--- src/rtl/rr_arbiter_8_pkg.sv ---
// Shared types and constants for the 8-way round-robin arbiter.
package rr_arbiter_8_pkg;

    localparam int N_REQ  = 8;
    localparam int IDX_W  = 3;
    localparam int HOLD_W = 8;

    // One-bit encoded arbiter state: no owner / owner held.
    typedef enum logic {
        IDLE  = 1'b0,
        GRANT = 1'b1
    } arb_state_t;

    // Binary requester index to one-hot grant vector.
    function automatic logic [N_REQ-1:0] idx_to_onehot(input logic [IDX_W-1:0] idx);
        return N_REQ'(1) << idx;
    endfunction

endpackage

--- src/rtl/rr_arbiter_8_pick8.sv ---
// Round-robin picker: first set bit of cand searched from start upwards, wrapping.
// Rotates cand right by start, takes the lowest set bit, then adds start back.
module rr_pick8
    import rr_arbiter_8_pkg::*;
(
    input  logic [N_REQ-1:0] cand,
    input  logic [IDX_W-1:0] start,
    output logic [IDX_W-1:0] idx,
    output logic             any
);

    logic [N_REQ-1:0] rot;
    logic [N_REQ-1:0] first;
    logic [N_REQ:0]   below;   // below[i]: some rotated bit under position i is set

    assign below[0] = 1'b0;

    generate
        for (genvar gi = 0; gi < N_REQ; gi++) begin : g_pick
            // Index arithmetic wraps at IDX_W bits, giving the mod-8 rotation.
            assign rot[gi]      = cand[start + IDX_W'(gi)];
            assign first[gi]    = rot[gi] & ~below[gi];
            assign below[gi+1]  = below[gi] | rot[gi];
        end
    endgenerate

    // Encode the single set bit of first and undo the rotation.
    always_comb begin
        logic [IDX_W-1:0] offset;
        offset = '0;
        for (int i = 0; i < N_REQ; i++) begin
            if (first[i]) begin
                offset = IDX_W'(i);
            end
        end
        idx = start + offset;
        any = below[N_REQ];
    end

endmodule

--- src/rtl/rr_arbiter_8.sv ---
// 8-requester round-robin arbiter with a per-owner hold limit.
// An owner keeps the grant while requesting, but after MAX_HOLD cycles it is
// preempted if anybody else is waiting. All outputs are registered.
module rr_arbiter_8
    import rr_arbiter_8_pkg::*;
#(
    parameter int MAX_HOLD = 16
)(
    input  logic             clk,
    input  logic             rst,
    input  logic [N_REQ-1:0] req,
    output logic [N_REQ-1:0] gnt,
    output logic [IDX_W-1:0] gnt_idx,
    output logic             gnt_vld
);

    localparam logic [HOLD_W-1:0] MAX_HOLD_C = HOLD_W'(MAX_HOLD);

    arb_state_t        state_reg;
    logic [IDX_W-1:0]  ptr_reg;
    logic [HOLD_W-1:0] hold_cnt_reg;
    logic [N_REQ-1:0]  gnt_reg;
    logic [IDX_W-1:0]  gnt_idx_reg;
    logic              gnt_vld_reg;

    logic [N_REQ-1:0]  pick_cand;
    logic [IDX_W-1:0]  pick_start;
    logic [IDX_W-1:0]  pick_idx;
    logic              pick_any;
    logic              owner_req;
    logic [IDX_W-1:0]  owner_next;

    // One picker serves both cases: from IDLE it searches all requests from
    // ptr; while granted it searches the other requesters from owner+1, which
    // is exactly the candidate set for a release or a preemption.
    assign owner_next = gnt_idx_reg + IDX_W'(1);
    assign pick_cand  = (state_reg == IDLE) ? req : (req & ~idx_to_onehot(gnt_idx_reg));
    assign pick_start = (state_reg == IDLE) ? ptr_reg : owner_next;
    assign owner_req  = req[gnt_idx_reg];

    rr_pick8 u_pick (
        .cand  (pick_cand),
        .start (pick_start),
        .idx   (pick_idx),
        .any   (pick_any)
    );

    // Arbitration FSM with registered grant outputs.
    always_ff @(posedge clk) begin
        if (rst) begin
            state_reg    <= IDLE;
            ptr_reg      <= '0;
            hold_cnt_reg <= '0;
            gnt_reg      <= '0;
            gnt_idx_reg  <= '0;
            gnt_vld_reg  <= 1'b0;
        end else begin
            case (state_reg)
                IDLE: begin
                    // Entry from idle leaves ptr untouched.
                    if (pick_any) begin
                        state_reg    <= GRANT;
                        gnt_idx_reg  <= pick_idx;
                        gnt_reg      <= idx_to_onehot(pick_idx);
                        gnt_vld_reg  <= 1'b1;
                        hold_cnt_reg <= HOLD_W'(1);
                    end
                end
                GRANT: begin
                    if (owner_req && (hold_cnt_reg < MAX_HOLD_C)) begin
                        hold_cnt_reg <= hold_cnt_reg + HOLD_W'(1);
                    end else if (owner_req && !pick_any) begin
                        // Limit reached but nobody waiting: keep owner, counter saturated.
                        hold_cnt_reg <= MAX_HOLD_C;
                    end else begin
                        // Release or preemption: advance past the owner.
                        ptr_reg <= owner_next;
                        if (pick_any) begin
                            gnt_idx_reg  <= pick_idx;
                            gnt_reg      <= idx_to_onehot(pick_idx);
                            hold_cnt_reg <= HOLD_W'(1);
                        end else begin
                            state_reg    <= IDLE;
                            gnt_idx_reg  <= '0;
                            gnt_reg      <= '0;
                            gnt_vld_reg  <= 1'b0;
                            hold_cnt_reg <= '0;
                        end
                    end
                end
                default: begin
                    state_reg <= IDLE;
                end
            endcase
        end
    end

    assign gnt     = gnt_reg;
    assign gnt_idx = gnt_idx_reg;
    assign gnt_vld = gnt_vld_reg;

endmodule

--- config.mk ---
export PLATFORM = sky130hd
export DESIGN_NAME = rr_arbiter_8
export DESIGN_NICKNAME = d
export VERILOG_FILES = /design/src/rtl/rr_arbiter_8_pkg.sv /design/src/rtl/rr_arbiter_8_pick8.sv /design/src/rtl/rr_arbiter_8.sv
export SDC_FILE = /design/constraint.sdc
export NUM_CORES = 1
export LEC_CHECK = 0
export CAP_MARGIN = 20
export CORE_MARGIN = 1.5
export CORE_UTILIZATION = 30
export CTS_CLUSTER_SIZE = 14
export DETAILED_ROUTE_END_ITERATION = 16
export HOLD_SLACK_MARGIN = 0.02
export MAX_ROUTING_LAYER = met4
export PLACE_DENSITY = 0.45
export SYNTH_ARGS = -nofsm -noshare
export SYNTH_HDL_FRONTEND = slang
export SYNTH_SLANG_ARGS = --single-unit
--- constraint.sdc ---
create_clock -name clk -period 6.59 [get_ports clk]
set_input_delay 1.6475 -clock clk [delete_from_list [all_inputs] [get_ports clk]]
set_output_delay 1.6475 -clock clk [all_outputs]
set_load 0.01 [all_outputs]
==> results.cfg, run 1 <==
[logic_synthesis]
synth_area_per_cell_sq_um = 9.045
synthTopCellsByArea = dfxtp_1, mux4_2, ha_1, nand2_1, a2111oi_1
synth_edf_count = 0
ys_warn_count = 0
synth_most_common_cell = dfxtp_1
synth_top_area_share_pct = 23.40
synth_cells = 227
netlist_area_sq_um = 2053
synthesis.nets = 248
synthArstFlopShare_pct = 0
ys_seq_area_share_pct = 23.40
ys_seq_elements = 24
yosys-top-cells-count = dfxtp_1, nand2_1, a21oi_1
synthFlopType = dfxtp_1
yosys.cell_types.count = 64
yosys.area.top_type = dfxtp_1

[setup_path]
crit_arrival_ps = 5900
startpoint_type = input port
crit_fanout = 6
startpoint = req[3]
path_depth = 15
crit_buf_inv = 2
slowest_delay_ps = 590
reg2reg_slack_ps = 1080
slowest_stage = mux4_2
r2r_cells = 18
cp_top_family = compound AO/OA/AOI/OAI gates
worstPathRequired_ps = 6770
r2r-end = gnt[7]
end_kind = flip-flop
crit_end = gnt[7]
path_cells = clkdlybuf4s50_1 > a21boi_0 > mux4_2 > a2111oi_0 > nor4_2 > nor3_1 > a21oi_1 > o21ai_0 > ha_1 > inv_1 > fa_1 > xnor2_1 > o2111ai_1 > o311a_1 > o41ai_2
r2r-start = gnt_idx[1]
path_class = in -> reg

[timing]
hold_viol_final = 0
worstMarginPinSlew_ps = 698.6
final.setup.tns_ps = 0
slew_headroom_pct = 53.04
period_share_pct = 86.87
max_freq_mhz = 174.7
final-max-slew-violation-count = 0
final.setup.worst_slack_ps = 865.4
rsz0062_at_grt = no
setup-violations-final = 0
fin_worst_skew_ps = 4.218
timing.final.crit_period_ps = 5725

[layout]
fin_nets = 268
synthToLayoutAreaGrowth_pct = 16.33
fillers = 666
n_antenna_cell = 0
drive_above_1_share_pct = 14.63
fin_cells = 323

[floorplan]
start_util_pct = 31.61
ios = 22
die_area_sq_um = 7350
die_w_microns = 85.73
rows = 29
fp.coreArea_sq_um = 6495
die_y_microns = 85.73

[hold_path]
min_path_type = reg -> reg

[place]
dp_hpwl_microns = 3965
port-buffer-count = 21
place_congestion = 0.7959
place_ws_ps = 620.4
dp.cells = 318

[global_routing]
grt_pass1_wl_microns = 8914
track_usage_pct = 15.31
grt_max_degree = 26
first_global_vias = 1776
grt_antenna_before_repair = 0
grt_overflow_total = 0

[route]
ant_nets = 0
drtPass1Iterations = 4
wl_per_cell_microns = 16.48
detailroute.via_count = 1858
drc_errors = 0
drtIter0Drc = 77
viasPerCell = 5.752
wl_microns = 5323

[clocking]
ctsHtreeMaxLevel = 1
clk_latency_ps = 270
post_cts_resized = 0
cts_setup_buffers = 0
clk_pin_slew_ps = 90
cts_tree = done
clock-root-buffer = clkbuf_8
cts-buffers-inserted = 3
cts_buffer_depth = 2
cts_hold_buf = 0
cts_sinks = 24

[run_status]
status = complete, no violations

[pwr]
peakVddDrop_mv = 0.1727
p_leak_nw = 0.8572
finalPower_mw = 1.194
p_per_area_nw_per_um2 = 499.9

[flow_run]
cap_violations = 0
-- area by class of cell --
class / instances / area (sq um) / share of cell area, %
clock buffers: 4 / 55.05 / 2.305
inverters: 11 / 41.29 / 1.729
multi-input cells: 182 / 1478 / 61.86
flip-flops and latches: 24 / 480.5 / 20.12
well taps: 77 / 96.34 / 4.034
repair buffers: 25 / 237.7 / 9.953
-- worst min path at each step --
stage	from	endpoint	cells after the start	slack, ps
2_1_floorplan	ptr_reg[1]	ptr_reg[1]	2	430
3_3_place_gp	ptr_reg[1]	ptr_reg[1]	2	450
3_5_place_dp	ptr_reg[1]	ptr_reg[1]	2	450
4_1_cts	ptr_reg[1]	ptr_reg[1]	2	470
5_1_grt	ptr_reg[1]	ptr_reg[1]	2	490
6_report	ptr_reg[1]	ptr_reg[1]	2	460
-- per-stage QoR --
| stage | util, % | hold WS (ps) | area [sq um] |
|---|---|---|---|
| 4_1_cts | 36.70 | 466.4 | 2384 |
| 2_1_floorplan | - | 434.2 | 2053 |
| 6_report | 36.78 | 460.7 | 2389 |
| 3_3_place_gp | 35.85 | 446.6 | 2328 |
| 3_5_place_dp | 35.85 | 451.5 | 2328 |
| 5_1_grt | 36.78 | 485.2 | 2389 |
-- kinds of logic after synthesis --
kind of cell,Yosys count,share of synthesized area (%)
AO/OA/AOI/OAI,69,27.12
XOR/XNOR,5,2.133
adder cells (fa/ha/maj),11,7.069
buffers and inverters,21,4.631
flip-flops,24,23.40
multiplexers,17,12.61
AND/OR/NAND/NOR,80,23.03
-- per-layer routing --
metal,vias to the layer above,global-route usage [%],part of all wire (%)
met5,-,-,0
met4,0,4.692,1.3
met3,8,1.540,2.7
met2,28,24.05,46
met1,892,20.80,50
li1,930,-,-
-- worst reg2reg max path, cell delays in order (launching register included) --
cell	delay, ps
dfxtp_1	500
inv_1	110
ha_1	310
mux2_4	320
inv_2	250
ha_1	360
mux4_2	500
a2111oi_0	540
nor4_2	200
nor3_1	310
a21oi_1	110
o21ai_0	210
ha_1	180
inv_1	40
fa_1	370
xnor2_1	390
o2111ai_1	200
o311a_1	220
o41ai_2	290
-- placed cells by master (no fill, tap or decap), types with 5 or more instances in the layout --
master            n
dfxtp_1          24
mux4_2            6
nand3_1          11
nand4_1           8
nor2_1           10
a21oi_1          12
ha_1             10
nand2_1          19
a2111oi_1         6
clkdlybuf4s50_1  21
o211ai_1          7
inv_1             9
xnor2_1           5
-- power by group --
part	total, mW	internal, mW	leakage, nW	switching (mW)
registers	0.208	0.180	0.196	0.0276
logic	0.886	0.364	0.633	0.521
clock network	0.101	0.0534	0.0288	0.0475
total	1.19	0.598	0.857	0.596
(Power assumes the default switching activity.)
==> run 2: changes to the inputs <==
==> constraint.sdc (replaced) <==
create_clock -name clk -period 5.8 [get_ports clk]
set_input_delay 1.16 -clock clk [delete_from_list [all_inputs] [get_ports clk]]
set_output_delay 1.16 -clock clk [all_outputs]
set_load 0.01 [all_outputs]
==> run 2 against run 1 <==
Clock power hardly changed. Core utilization hardly changed. Cell count is 0.31% higher. Critical path depth is 3 higher. Clock skew is 0.81 ps higher. Sequential power is 12% higher. Largest cell class unchanged. Largest power group unchanged.
==> results.cfg, run 2 (same netlist as run 1, synthesis figures left out) <==
[run_status]
status = complete, no violations

[route]
wl_microns = 5462
detailroute.via_count = 1856
drtPass1Iterations = 4
wl_per_cell_microns = 16.86
drtIter0Drc = 59
viasPerCell = 5.728
drc_errors = 0
ant_nets = 0

[layout]
layout_common_cells = dfxtp_1, clkdlybuf4s50_1, nand2_1, a21oi_1, nand3_1
fin_cells = 324
layout_commonest_cell = dfxtp_1
finish.instance_area_sq_um = 2390
synthToLayoutAreaGrowth_pct = 16.39
drive_above_1_share_pct = 14.98
n_antenna_cell = 0
fin_nets = 270
fillers = 683

[place]
place_area_sq_um = 2344
port-buffer-count = 21
dp.cells = 320
place_congestion = 0.7976
dp_hpwl_microns = 4154

[setup_path]
r2r-start = gnt_idx[0]
r2r_cells = 18
reg2reg_slack_ps = 530
crit_fanout = 14
end_kind = flip-flop
path_class = reg -> reg
r2r-end = gnt[5]
crit_arrival_ps = 5440
worstPathRequired_ps = 5970
startpoint_type = flip-flop

[global_routing]
grt_pass1_wl_microns = 9384
grt_max_degree = 26
first_global_vias = 1834
track_usage_pct = 16.14
grt_overflow_total = 0
grt_antenna_before_repair = 0

[hold_path]
holdPathEnd = hold_cnt_reg[7]
min_path_type = reg -> reg
min_from = hold_cnt_reg[7]
whs_path_depth = 1

[clocking]
cts_setup_buffers = 0
cts_sinks = 24
cts_tree = done
cts-buffers-inserted = 3
post_cts_resized = 0
cts_hold_buf = 0
clock-root-buffer = clkbuf_8
cts_buffer_depth = 2
clk_latency_ps = 260
ctsHtreeMaxLevel = 1
clk_pin_slew_ps = 90

[timing]
rsz0062_at_grt = no
setup-violations-final = 0
fin_worst_skew_ps = 5.027
period_share_pct = 90.86
slew_headroom_pct = 51.24
final.setup.tns_ps = 0
max_freq_mhz = 189.8
hold_viol_final = 0
final-max-slew-violation-count = 0
worstMarginPinSlew_ps = 725.4
timing.final.crit_period_ps = 5270

[floorplan]
start_util_pct = 31.61
fp.coreArea_sq_um = 6495
die_area_sq_um = 7350
die_w_microns = 85.73
die_y_microns = 85.73
ios = 22
rows = 29

[pwr]
finalPower_mw = 1.348
p_leak_nw = 0.8600
peakVddDrop_mv = 0.1587
p_per_area_nw_per_um2 = 564.0

[flow_run]
cap_violations = 0
-- run 2: cell types whose count changed in the layout (fill, tap and decap cells not counted), sizes merged --
cell | previous run | this run
buf | 3 | 5
clkbuf | 5 | 4
-- run 2: critical path: stages, from the launching register on --
cell and delay, ps:
dfxtp_1 340, inv_1 60, ha_1 310, mux2_4 320, inv_2 240, ha_1 360, mux4_2 500, a2111oi_0 560
nor4_2 210, nor3_1 280, a21oi_1 100, o21ai_0 190, ha_1 170, inv_1 40, fa_1 370, xnor2_1 390
o2111ai_1 200, o311a_1 220, o41ai_2 310
-- run 2: worst max-delay path by stage --
stage                from  endpoint  depth (start not counted)
2_1_floorplan  gnt_idx[0]    gnt[4]                         19
3_3_place_gp       req[3]    gnt[5]                         15
3_5_place_dp       req[3]    gnt[5]                         15
4_1_cts        gnt_idx[0]    gnt[5]                         18
5_1_grt        gnt_idx[0]    gnt[5]                         18
6_report       gnt_idx[0]    gnt[5]                         18
-- run 2: routing by layer --
layer  routed length, microns  GRT usage, %
met2                     2542         25.41
met1                     2811         22.63
met4                       53         3.666
met3                       55         1.251
met5                        0             -
-- run 2: per-stage QoR --
step                      hold WS [ps]  setup slack, ps  util, %
after global routing             488.3            11.69    36.79
final                            475.4            530.1    36.79
after floorplan                  434.2            808.2        -
after detailed placement         465.8            340.8    36.08
after CTS                        477.7            512.2    36.72
after global placement           448.7            447.6    36.08
-- run 2: area by class of cell --
class	instances	area, sq um	area share [%]
inverter	11	41.29	1.728
clock buffer	3	41.29	1.728
multi-input combinational	182	1478	61.83
tap	77	96.34	4.031
sequential	24	480.5	20.10
timing repair buffer	27	252.7	10.58
-- run 2: power by group --
group          switching, mW  leakage, nW  total, mW  internal (mW)
Clock                 0.0522       0.0216     0.0986         0.0464
Combinational          0.600        0.643       1.02          0.417
Sequential            0.0275        0.196      0.232          0.205
